===== config.mk =====
export PLATFORM = sky130hd
export DESIGN_NAME = sram_arbiter
export DESIGN_NICKNAME = d
export VERILOG_FILES = /design/src/rtl/sram_arbiter.sv
export SDC_FILE = /design/constraint.sdc
export NUM_CORES = 1
export LEC_CHECK = 0
export ABC_AREA = 1
export BUFFER_PORTS_ARGS = -buffer_cell sky130_fd_sc_hd__buf_4
export CORE_MARGIN = 2
export CORE_UTILIZATION = 32
export DETAILED_ROUTE_END_ITERATION = 8
export HOLD_SLACK_MARGIN = 0.12
export SKIP_LAST_GASP = 1
export SYNTH_ARGS = -nofsm -noshare
export SYNTH_HDL_FRONTEND = slang
export SYNTH_SLANG_ARGS = --single-unit

===== constraint.sdc =====
create_clock -name i_clk -period 2.1 [get_ports i_clk]
set_clock_uncertainty 0.15 [all_clocks]
set_input_delay 0.315 -clock i_clk [delete_from_list [all_inputs] [get_ports i_clk]]
set_output_delay 0.315 -clock i_clk [all_outputs]
set_load 0.05 [all_outputs]

===== src/rtl/sram_arbiter.sv =====
// Request/acknowledge arbiter and strobe sequencer for the shared external SRAM.
// One access at a time: IDLE -> ACCESS (ACC_CYCLES) -> RECOVER (ACK, data hold) -> IDLE.
module sram_arbiter #(
  parameter int NCH        = 3,
  parameter int AW         = 21,
  parameter int DW         = 16,
  parameter int ACC_CYCLES = 2,
  parameter int RR_MODE    = 0
) (
  input  logic              i_clk,
  input  logic              i_rst,
  input  logic [NCH-1:0]    i_req,
  input  logic [NCH-1:0]    i_we,
  input  logic [NCH*2-1:0]  i_be,
  input  logic [NCH*AW-1:0] i_addr,
  input  logic [NCH*DW-1:0] i_wdata,
  output logic [NCH-1:0]    o_ack,
  output logic [DW-1:0]     o_rdata,
  output logic [2:0]        o_gnt,
  output logic              o_busy,
  output logic [AW-1:0]     o_ma,
  output logic [DW-1:0]     o_md_o,
  output logic              o_md_oe,
  input  logic [DW-1:0]     i_md_i,
  output logic [1:0]        o_mrd_n,
  output logic [1:0]        o_mwr_n
);
  localparam int CW = (ACC_CYCLES > 1) ? $clog2(ACC_CYCLES) : 1;
  localparam int HW = DW / 2;

  typedef enum logic [1:0] {IDLE, ACCESS, RECOVER} state_t;
  state_t r_state, w_next;

  logic [CW-1:0]  r_cnt;
  logic           r_we;
  logic [1:0]     r_be;
  logic [2:0]     r_ptr;
  logic [NCH-1:0] r_ack;
  logic [DW-1:0]  r_rdata;
  logic [2:0]     r_gnt;
  logic           r_busy;
  logic [AW-1:0]  r_ma;
  logic [DW-1:0]  r_md_o;
  logic           r_md_oe;
  logic [1:0]     r_mrd_n;
  logic [1:0]     r_mwr_n;

  logic       w_any, w_found, w_we;
  logic [2:0] w_win;
  logic [3:0] w_idx;
  logic [1:0] w_be;
  logic [7:0] w_req8, w_we8;

  assign w_req8 = 8'(i_req);
  assign w_we8  = 8'(i_we);
  assign w_any  = |i_req;

  // Winner search: fixed mode takes the lowest index, RR scans upward from
  // the channel after the last grant and wraps at NCH.
  always_comb begin
    w_win   = '0;
    w_found = 1'b0;
    w_idx   = '0;
    if (RR_MODE != 0) begin
      for (int i = 1; i <= NCH; i++) begin
        w_idx = 4'(r_ptr) + 4'(i);
        if (w_idx >= 4'(NCH)) w_idx = w_idx - 4'(NCH);
        if (!w_found && w_req8[w_idx[2:0]]) begin
          w_found = 1'b1;
          w_win   = w_idx[2:0];
        end
      end
    end else begin
      for (int i = NCH - 1; i >= 0; i--)
        if (i_req[i]) w_win = 3'(i);
    end
  end

  assign w_we = w_we8[w_win];
  assign w_be = i_be[int'(w_win)*2 +: 2];

  always_comb begin
    w_next = r_state;
    case (r_state)
      IDLE:    if (w_any) w_next = ACCESS;
      ACCESS:  if (r_cnt == '0) w_next = RECOVER;
      RECOVER: w_next = IDLE;
      default: w_next = IDLE;
    endcase
  end

  always_ff @(posedge i_clk or posedge i_rst) begin
    if (i_rst) r_state <= IDLE;
    else       r_state <= w_next;
  end

  always_ff @(posedge i_clk or posedge i_rst) begin
    if (i_rst) begin
      r_cnt   <= '0;
      r_we    <= 1'b0;
      r_be    <= 2'b00;
      r_ptr   <= 3'(NCH - 1);
      r_ack   <= '0;
      r_rdata <= '0;
      r_gnt   <= '0;
      r_busy  <= 1'b0;
      r_ma    <= '0;
      r_md_o  <= '0;
      r_md_oe <= 1'b0;
      r_mrd_n <= 2'b11;
      r_mwr_n <= 2'b11;
    end else begin
      case (r_state)
        IDLE: if (w_any) begin
          r_gnt   <= w_win;
          r_ma    <= i_addr[int'(w_win)*AW +: AW];
          r_md_o  <= i_wdata[int'(w_win)*DW +: DW];
          r_we    <= w_we;
          r_be    <= w_be;
          r_cnt   <= CW'(ACC_CYCLES - 1);
          r_busy  <= 1'b1;
          // Strobes are registered, so they are set on the grant edge.
          r_md_oe <= w_we;
          r_mrd_n <= w_we ? 2'b11 : ~w_be;
          r_mwr_n <= w_we ? ~w_be : 2'b11;
        end
        ACCESS: begin
          if (r_cnt == '0) begin
            r_mrd_n <= 2'b11;
            r_mwr_n <= 2'b11;
            r_ack   <= NCH'(1) << r_gnt;
            if (!r_we) begin
              if (r_be[0]) r_rdata[HW-1:0]  <= i_md_i[HW-1:0];
              if (r_be[1]) r_rdata[DW-1:HW] <= i_md_i[DW-1:HW];
            end
          end else begin
            r_cnt <= r_cnt - 1'b1;
          end
        end
        RECOVER: begin
          // MD_OE was held through this cycle to give write data hold time.
          r_ack   <= '0;
          r_md_oe <= 1'b0;
          r_busy  <= 1'b0;
          r_ptr   <= r_gnt;
        end
        default: ;
      endcase
    end
  end

  assign o_ack   = r_ack;
  assign o_rdata = r_rdata;
  assign o_gnt   = r_gnt;
  assign o_busy  = r_busy;
  assign o_ma    = r_ma;
  assign o_md_o  = r_md_o;
  assign o_md_oe = r_md_oe;
  assign o_mrd_n = r_mrd_n;
  assign o_mwr_n = r_mwr_n;
endmodule


==> results.py, run 1 <==
metrics = {
    "worst_setup_path": {
        "cpLargestDelayFamily": "buffers and inverters",
        "path_buf_inv": 1,
        "slowest_stage": "inv_2",
        "worstPathArrival_ns": 1.81,
        "cp_num_cells": 5,
        "worstSetupEndpointType": "flop",
        "startpoint_type": "flop",
        "crit_type": "reg2reg",
        "path_cells": "nor2_1 > nand2_2 > inv_2 > o211ai_1 > nand2_1",
        "required_ns": 2.22,
        "cp_slowest_stage_delay_ns": 0.50,
        "critical_path_peak_fanout": 39,
        "rr_worst_depth": 5,
    },
    "logic_synthesis": {
        "synth_top_family_by_area": "simple AND/OR/NAND/NOR gates",
        "syn_inst": 460,
        "synth_compound_area_share_pct": 19.6,
        "yosys_warnings": 0,
        "synth_cell_types": 20,
        "syn_area_per_cell_um2": 7.74,
        "syn_area_um2": 3560,
        "synth_top_area_share_pct": 46.4,
        "synthSimpleGateAreaFrac_pct": 20.1,
        "synthXorXnorAreaFrac_pct": 0,
        "synth_nets": 601,
        "synth_mux_area_share_pct": 0,
        "ys_seq_area_share_pct": 49.3,
        "synth.largest_area_cell": "dfrtp_1",
        "yosys_register_bits": 70,
        "synth_adder_area_share_pct": 0,
        "ys_top_cells_by_area": "dfrtp_1 46%, nand2_1 9.7%, a21oi_1 8.7%, o211ai_1 7.8%, inv_1 6.3%",
    },
    "finish": {
        "layout.cells.non_filler": 847,
        "final_util_pct": 54.7,
        "layout-drive-gt1-share_pct": 33.9,
        "diodes": 0,
        "layout_commonest_cell": "buf_4",
        "postLayoutCellArea_um2": 5930,
        "nNetsFinal": 843,
        "synthToLayoutAreaGrowth_pct": 66.6,
        "final_cell_mix": "210 x buf_4, 91 x nand2_1, 66 x dfrtp_1, 62 x a21oi_1, 59 x inv_1",
    },
    "global_routing": {
        "grt_max_degree": 49,
        "gr-usage-all-layers_pct": 19.7,
        "antenna_found_initial": 0,
        "grt_pass1_vias": 3823,
        "grt_pass1_wl_um": 18300,
        "overflow": 0,
    },
    "hold_path": {
        "min_path_type": "in2reg",
        "hold_path_depth": 3,
    },
    "timing": {
        "fmax_mhz": 591,
        "finalCritPeriodShare_pct": 80.5,
        "setup_viol": 0,
        "worst_slew_pin_slew_ns": 0.685,
        "period_needed_ns": 1.69,
        "timing.final.ws_setup_ns": 0.409,
        "fin_hold_ws_ns": 0.123,
        "maxSlewHeadroom_pct": 54.2,
        "maxSlewViolCount": 0,
        "finalHoldViolCount": 0,
        "setup_tns_ns": 0,
        "grt_setup_unrepaired": "false",
    },
    "placed_design": {
        "place_ws_ns": 0.277,
        "hpwl_um": 8600,
        "place_congestion": 0.841,
        "port_buffers": 204,
        "dpl.cell_count": 785,
        "post_dp_cell_area_um2": 5250,
    },
    "route": {
        "vias": 3967,
        "initialDrtViolationCount": 213,
        "drc": 0,
        "wire_per_inst_um": 14.2,
        "dr.pass1.iters": 4,
        "viasPerCell": 4.68,
        "postRouteWirelength_um": 12000,
        "antenna_left": 0,
    },
    "floorplanning": {
        "die_x_um": 109,
        "die_area_um2": 12000,
        "die_h_um": 109,
        "row_count": 38,
        "core_area_um2": 10800,
        "ios": 206,
        "initial_core_util_pct": 32.8,
    },
    "clock_tree": {
        "postCtsSetupBuffers": 0,
        "cts_htree_levels": 3,
        "cts_buffer_depth": 2,
        "root_buffer": "clkbuf_8",
        "numCtsBuffers": 9,
        "clk_latency_ns": 0.34,
        "cts_tree": "built",
        "ctsResizeCount": 0,
        "numClockSinks": 70,
        "path_clk_slew_ns": 0.07,
    },
    "pwr": {
        "p_leak_nw": 3.09,
        "power_mw": 8.70,
        "ir_worst_vdd_v": 0.000815,
        "p_per_area_nw_per_um2": 1470,
    },
    "run_status": {
        "status": "completed",
    },
    "run": {
        "cap_viol_max_count": 0,
    },
}
==> logic make-up (layout without fill, tap and decap cells) <==
| logic type | count (synthesis) | in the layout |
|---|---|---|
| AOI/OAI and AO/OA | 121 | 121 |
| buffers and inverters | 91 | 338 |
| DFF | 70 | 70 |
| other | 1 | 1 |
| and+or+nand+nor | 177 | 177 |
==> cell type report <==
| type | count | area, µm² |
|---|---|---|
| fill | 991 | 4910 |
| sequential | 70 | 1760 |
| timing repair buffer | 260 | 2120 |
| inverter | 62 | 236 |
| tap | 140 | 175 |
| clock inverter | 5 | 82.6 |
| clock buffer | 11 | 141 |
| multi-input combinational | 299 | 1420 |
==> per-layer routing <==
metal	part of all wire, %	global-route usage (%)	routed length, µm	vias to the layer above
li1	-	-	-	1984
met1	42	23.7	5080	1805
met2	47	34.4	5700	164
met3	8.9	5.57	1070	14
met4	1.4	5.70	167	0
met5	0	0	0	-
==> worst register-to-register path, stage by stage (launching register included) <==
cell and delay (ns):
dfrtp_1 0.41, nor2_1 0.17, nand2_2 0.09, inv_2 0.50
o211ai_1 0.20, nand2_1 0.10
==> repair_timing <==
action | CTS | global route
hold buffers | 46 | 0
endpoints found under the hold margin | 64 | 0
endpoints found under the setup margin | 0 | 0
==> power by group <==
| part | switching (mW) | internal (mW) |
|---|---|---|
| combinational | 3.53 | 1.55 |
| sequential | 0.383 | 2.02 |
| clock | 0.514 | 0.701 |
==> sequential cells by signal, indices dropped and copies added (netlist names), 2 cells and up <==
signal	flops
r_state	2
o_gnt	2
o_md_o	16
o_mrd_n	2
o_mwr_n	2
r_be	2
o_ma	21
o_ack	3
o_rdata	16
==> final timing paths <==
check,startpoint,to,slack (ns)
max in group asynchronous,i_rst,o_mrd_n[1],0.76
setup / recovery,r_state[1],o_md_o[10],0.41
min in group asynchronous,i_rst,o_md_o[3],0.44
hold reg to reg,o_md_o[8],o_md_o[8],0.34
hold / removal,i_wdata[37],o_md_o[5],0.12
setup reg to reg,r_state[1],o_md_o[10],0.41
==> cells in the mapped netlist <==
library cell	number
nand3_1	34
nand4_1	1
buf_4	3
conb_1	1
o21ai_0	18
buf_1	6
nand2_1	92
o211ai_1	37
nor2_2	1
inv_1	60
inv_2	2
nand2_2	2
o21ai_1	4
buf_2	13
dfstp_2	4
nor2_1	47
a21oi_1	62
dfrtp_1	66
buf_6	2
clkbuf_1	5
Power figures use the tool's default switching activity.
==> run 2, diff against run 1 <==
==> constraint.sdc (replaced) <==
create_clock -name i_clk -period 1.5 [get_ports i_clk]
set_clock_uncertainty 0.15 [all_clocks]
set_input_delay 0.225 -clock i_clk [delete_from_list [all_inputs] [get_ports i_clk]]
set_output_delay 0.225 -clock i_clk [all_outputs]
set_load 0.05 [all_outputs]
==> results.py, run 2 (synthesized netlist as in run 1, its figures left out) <==
metrics = {
    "pwr": {
        "seqPwrFrac_pct": 26.2,
        "p_leak_nw": 3.47,
        "switchingPower_mw": 6.40,
        "clkPwrFrac_pct": 13.6,
        "p_per_area_nw_per_um2": 1890,
        "intPower_mw": 6.45,
        "combPwrFrac_pct": 60.2,
        "ir_worst_vdd_v": 0.00122,
        "switching_share_pct": 49.8,
    },
    "worst_setup_path": {
        "required_ns": 1.12,
        "slowest_stage": "dfstp_2",
        "worstSetupEndpointType": "primary output",
        "cp_slowest_stage_delay_ns": 0.54,
        "critical_path_peak_fanout": 2,
        "path_cells": "buf_4",
        "cpLargestDelayFamily": "flip-flops",
        "startpoint_type": "flop",
        "path_buf_inv": 1,
        "worstPathArrival_ns": 1.07,
        "crit_type": "reg2out",
    },
    "finish": {
        "postLayoutCellArea_um2": 6790,
        "final_util_pct": 62.6,
        "seq_area_um2": 1760,
        "layout_commonest_cell": "buf_4",
        "nNetsFinal": 924,
        "synthToLayoutAreaGrowth_pct": 90.8,
        "n_fill_cell": 863,
        "layout-drive-gt1-share_pct": 32.1,
        "multi_input_area_um2": 1430,
        "final_cell_mix": "217 x buf_4, 116 x dlygate4sd3_1, 90 x nand2_1, 66 x dfrtp_1, 62 x a21oi_1",
        "largest_reg_flops": 21,
    },
    "global_routing": {
        "grt_pass1_vias": 4437,
        "antenna_found_initial": 1,
        "grt_pass1_wl_um": 20900,
        "overflow": 0,
        "gr-usage-all-layers_pct": 22.4,
        "grt_max_degree": 71,
    },
    "route": {
        "top_layer_used": "met4",
        "dr.pass1.iters": 4,
        "drc": 0,
        "postRouteWirelength_um": 14000,
        "wl_met1_um": 5240,
        "antenna_left": 0,
        "wire_per_inst_um": 15.0,
        "initialDrtViolationCount": 367,
        "wl_met2_um": 6970,
        "viasPerCell": 4.77,
        "vias": 4433,
        "wl_met3_um": 1270,
    },
    "timing": {
        "fin_hold_ws_ns": 0.134,
        "finalCritPeriodShare_pct": 96.5,
        "fmax_mhz": 691,
        "period_needed_ns": 1.45,
        "setup_viol": 0,
        "grt_setup_unrepaired": "true",
        "finalHoldViolCount": 0,
        "maxSlewViolCount": 0,
    },
    "floorplanning": {
        "row_count": 38,
        "core_area_um2": 10800,
        "die_h_um": 109,
        "die_x_um": 109,
        "ios": 206,
        "initial_core_util_pct": 32.8,
        "die_area_um2": 12000,
    },
    "clock_tree": {
        "postCtsSetupBuffers": 0,
        "cts_buffer_depth": 2,
        "numCtsBuffers": 9,
        "numClockSinks": 70,
        "cts_tree": "built",
        "cts_htree_levels": 3,
        "path_clk_slew_ns": 0.08,
        "clk_latency_ns": 0.34,
        "root_buffer": "clkbuf_8",
    },
    "hold_path": {
        "min_path_type": "in2reg",
    },
    "run": {
        "cap_viol_max_count": 0,
    },
    "placed_design": {
        "post_dp_cell_area_um2": 5360,
        "hpwl_um": 8410,
        "place_congestion": 0.798,
        "port_buffers": 204,
    },
    "run_status": {
        "status": "completed",
    },
}
==> run 2: changes by cell type in the layout (fill, tap and decap cells not counted), sizes merged <==
cell and change:
buf +10, clkinvlp -2, dlygate4sd3 +70, clkbuf +1
clkinv +2, diode +1
==> run 2: final timing paths <==
path                            start         end  slack (ns)  cells past startpoint
hold / removal             i_addr[22]     o_ma[1]        0.13                      3
min in group asynchronous       i_rst     r_be[0]        0.39                      4
max in group asynchronous       i_rst  o_mwr_n[1]        0.50                      4
hold reg to reg            o_md_o[10]  o_md_o[10]        0.34                      2
setup / recovery           o_mwr_n[0]  o_mwr_n[0]        0.05                      1
setup reg to reg           r_state[1]     o_ma[4]        0.07                      6
==> run 2: area by class of cell <==
cell class,instances,area share (%)
antenna,1,0.0369
inverter,62,3.52
timing repair buffer,341,43.5
clock buffer,11,2.23
multi-input combinational,299,21.0
tap,140,2.58
sequential,70,25.9
clock inverter,5,1.20
==> run 2: routing by layer <==
metal	vias to the layer above	GRT usage, %
li1	2147	-
met1	2027	24.8
met2	216	39.4
met3	43	6.22
met4	0	11.3
met5	-	0
==> run 2: timing repair <==
item | 4_1_cts | 5_1_grt
hold buffers | 116 | 0
resized for setup | 0 | 3
endpoints found under the setup margin | 0 | 35
endpoints found under the hold margin | 122 | 0
==> run 2: power groups by stage <==
| stage | sequential, mW | clock, mW | combinational (mW) |
|---|---|---|---|
| after floorplan | 6.18 | 0 | 2.00 |
| after global placement | 3.37 | 0 | 7.21 |
| after detailed placement | 3.38 | 0 | 7.33 |
| after CTS | 3.36 | 1.80 | 7.58 |
| after global routing | 3.47 | 1.88 | 8.26 |
| final | 3.37 | 1.74 | 7.74 |
==> run 2: through the flow <==
step                setup WS (ns)  std cells  setup TNS (ns)  total power, mW
CTS                        0.0246        927               0             12.7
global placement           0.0252        795               0             10.6
detailed placement       0.000735        795               0             10.7
finish                     0.0529        929               0             12.8
global route             -0.00739        929         -0.0153             13.6
floorplan                   0.163        460               0             8.17
==> run 3, diff against run 2 <==
--- a/config.mk
+++ b/config.mk
@@ -11,6 +11,7 @@
 export CORE_UTILIZATION = 32
 export DETAILED_ROUTE_END_ITERATION = 8
 export HOLD_SLACK_MARGIN = 0.12
+export MAX_ROUTING_LAYER = met4
 export SKIP_LAST_GASP = 1
 export SYNTH_ARGS = -nofsm -noshare
 export SYNTH_HDL_FRONTEND = slang
==> results.py, run 3 (synthesized netlist as in run 1, its figures left out) <==
metrics = {
    "clock_tree": {
        "numClockSinks": 70,
        "cts_tree": "built",
        "root_buffer": "clkbuf_8",
        "path_clk_slew_ns": 0.08,
        "cts_buffer_depth": 2,
        "numCtsBuffers": 9,
        "cts_htree_levels": 3,
        "clk_latency_ns": 0.34,
    },
    "worst_setup_path": {
        "worstPathArrival_ns": 1.07,
        "crit_type": "reg2out",
        "r2r-start": "r_state[1]",
        "path_buf_inv": 1,
        "startpoint_type": "flop",
        "worstSetupEndpointType": "primary output",
        "rr_worst_depth": 6,
        "crit_start": "o_mwr_n[0]",
        "cp_slowest_stage_delay_ns": 0.54,
        "critical_path_peak_fanout": 2,
        "path_cells": "buf_4",
        "required_ns": 1.12,
        "slowest_stage": "dfstp_2",
        "cpLargestDelayFamily": "flip-flops",
        "cp_num_cells": 1,
    },
    "route": {
        "dr.pass1.iters": 4,
        "wire_per_inst_um": 15.0,
        "drc": 0,
        "viasPerCell": 4.77,
        "vias": 4433,
        "antenna_left": 0,
        "initialDrtViolationCount": 355,
        "postRouteWirelength_um": 14000,
    },
    "finish": {
        "layout-drive-gt1-share_pct": 32.1,
        "largest_reg_flops": 21,
        "final_cell_mix": "217 x buf_4, 116 x dlygate4sd3_1, 90 x nand2_1, 66 x dfrtp_1, 62 x a21oi_1",
        "synthToLayoutAreaGrowth_pct": 90.8,
        "postLayoutCellArea_um2": 6790,
        "nNetsFinal": 924,
        "n_fill_cell": 863,
        "layout_commonest_cell": "buf_4",
    },
    "global_routing": {
        "grt_pass1_vias": 4428,
        "overflow": 0,
        "grt_pass1_wl_um": 20900,
        "grt_max_degree": 71,
        "gr-usage-all-layers_pct": 23.1,
        "antenna_found_initial": 1,
    },
    "placed_design": {
        "place_congestion": 0.809,
        "post_dp_cell_area_um2": 5360,
        "port_buffers": 204,
        "hpwl_um": 8410,
    },
    "pwr": {
        "ir_worst_vdd_v": 0.00122,
        "p_leak_nw": 3.47,
        "p_per_area_nw_per_um2": 1890,
        "switching_share_pct": 49.8,
        "clkPwrFrac_pct": 13.6,
        "combPwrFrac_pct": 60.2,
        "seqPwrFrac_pct": 26.2,
        "switchingPower_mw": 6.40,
        "intPower_mw": 6.45,
    },
    "run_status": {
        "status": "completed",
    },
    "floorplanning": {
        "core_area_um2": 10800,
        "die_area_um2": 12000,
        "ios": 206,
        "die_x_um": 109,
        "die_h_um": 109,
        "row_count": 38,
        "initial_core_util_pct": 32.8,
    },
    "timing": {
        "setup_viol": 0,
        "grt_setup_unrepaired": "true",
        "maxSlewViolCount": 0,
        "fmax_mhz": 691,
        "finalCritPeriodShare_pct": 96.5,
        "finalHoldViolCount": 0,
        "period_needed_ns": 1.45,
        "fin_hold_ws_ns": 0.133,
    },
    "hold_path": {
        "hp-start": "i_addr[22]",
        "hold_path_depth": 3,
        "min_path_type": "in2reg",
    },
    "run": {
        "cap_viol_max_count": 0,
    },
}
run 3: cell counts in the layout (fill, tap and decap cells not counted):
No cell type changed its count.
run 3: final timing paths:
path / end / slack (ns)
worst max-delay path: o_mwr_n[0] / 0.05
worst min-delay path: o_ma[1] / 0.13
worst max register to register: o_ma[4] / 0.07
worst min register to register: o_md_o[10] / 0.34
max in group asynchronous: o_mwr_n[1] / 0.51
min in group asynchronous: r_be[0] / 0.38
run 3: metal layers:
metal  up-vias  global-route usage [%]  share of wire (%)
li1       2147                       -                  -
met1      2019                    25.2                 39
met2       225                    39.5                 50
met3        42                    5.63                8.3
met4         0                    10.8                3.4
met5         -                       -                  0
run 3: per-stage QoR:
| step | total power, mW | utilization (%) | setup slack, ns | TNS [ns] | std cells |
|---|---|---|---|---|---|
| after global placement | 10.6 | 49.4 | 0.0252 | 0 | 795 |
| after detailed placement | 10.7 | 49.4 | 0.000735 | 0 | 795 |
| after floorplan | 8.17 | - | 0.163 | 0 | 460 |
| after global routing | 13.6 | 62.6 | -0.00739 | -0.0154 | 929 |
| after CTS | 12.7 | 62.3 | 0.0246 | 0 | 927 |
| final | 12.8 | 62.6 | 0.0519 | 0 | 929 |
run 3: power by group through the flow:
| stage | combinational, mW | clock [mW] | sequential, mW |
|---|---|---|---|
| 3_3_place_gp | 7.21 | 0 | 3.37 |
| 3_5_place_dp | 7.33 | 0 | 3.38 |
| 6_report | 7.73 | 1.74 | 3.37 |
| 5_1_grt | 8.26 | 1.88 | 3.47 |
| 2_1_floorplan | 2.00 | 0 | 6.18 |
| 4_1_cts | 7.58 | 1.80 | 3.36 |
run 3: final cells by class:
cell class	instances	area, µm²	share of cell area [%]
Inverter	62	239	3.52
Timing Repair Buffer	341	2960	43.5
Sequential cell	70	1760	25.9
Clock buffer	11	151	2.23
Antenna cell	1	2.50	0.0369
Tap cell	140	175	2.58
Clock inverter	5	81.3	1.20
Multi-Input combinational cell	299	1430	21.0
run 3: repair_timing:
item                                   4_1_cts  5_1_grt
hold buffers                               116        0
resized for setup                            0        3
setup endpoints to repair                    0       35
setup buffers                                0        0
endpoints found under the hold margin      122        0
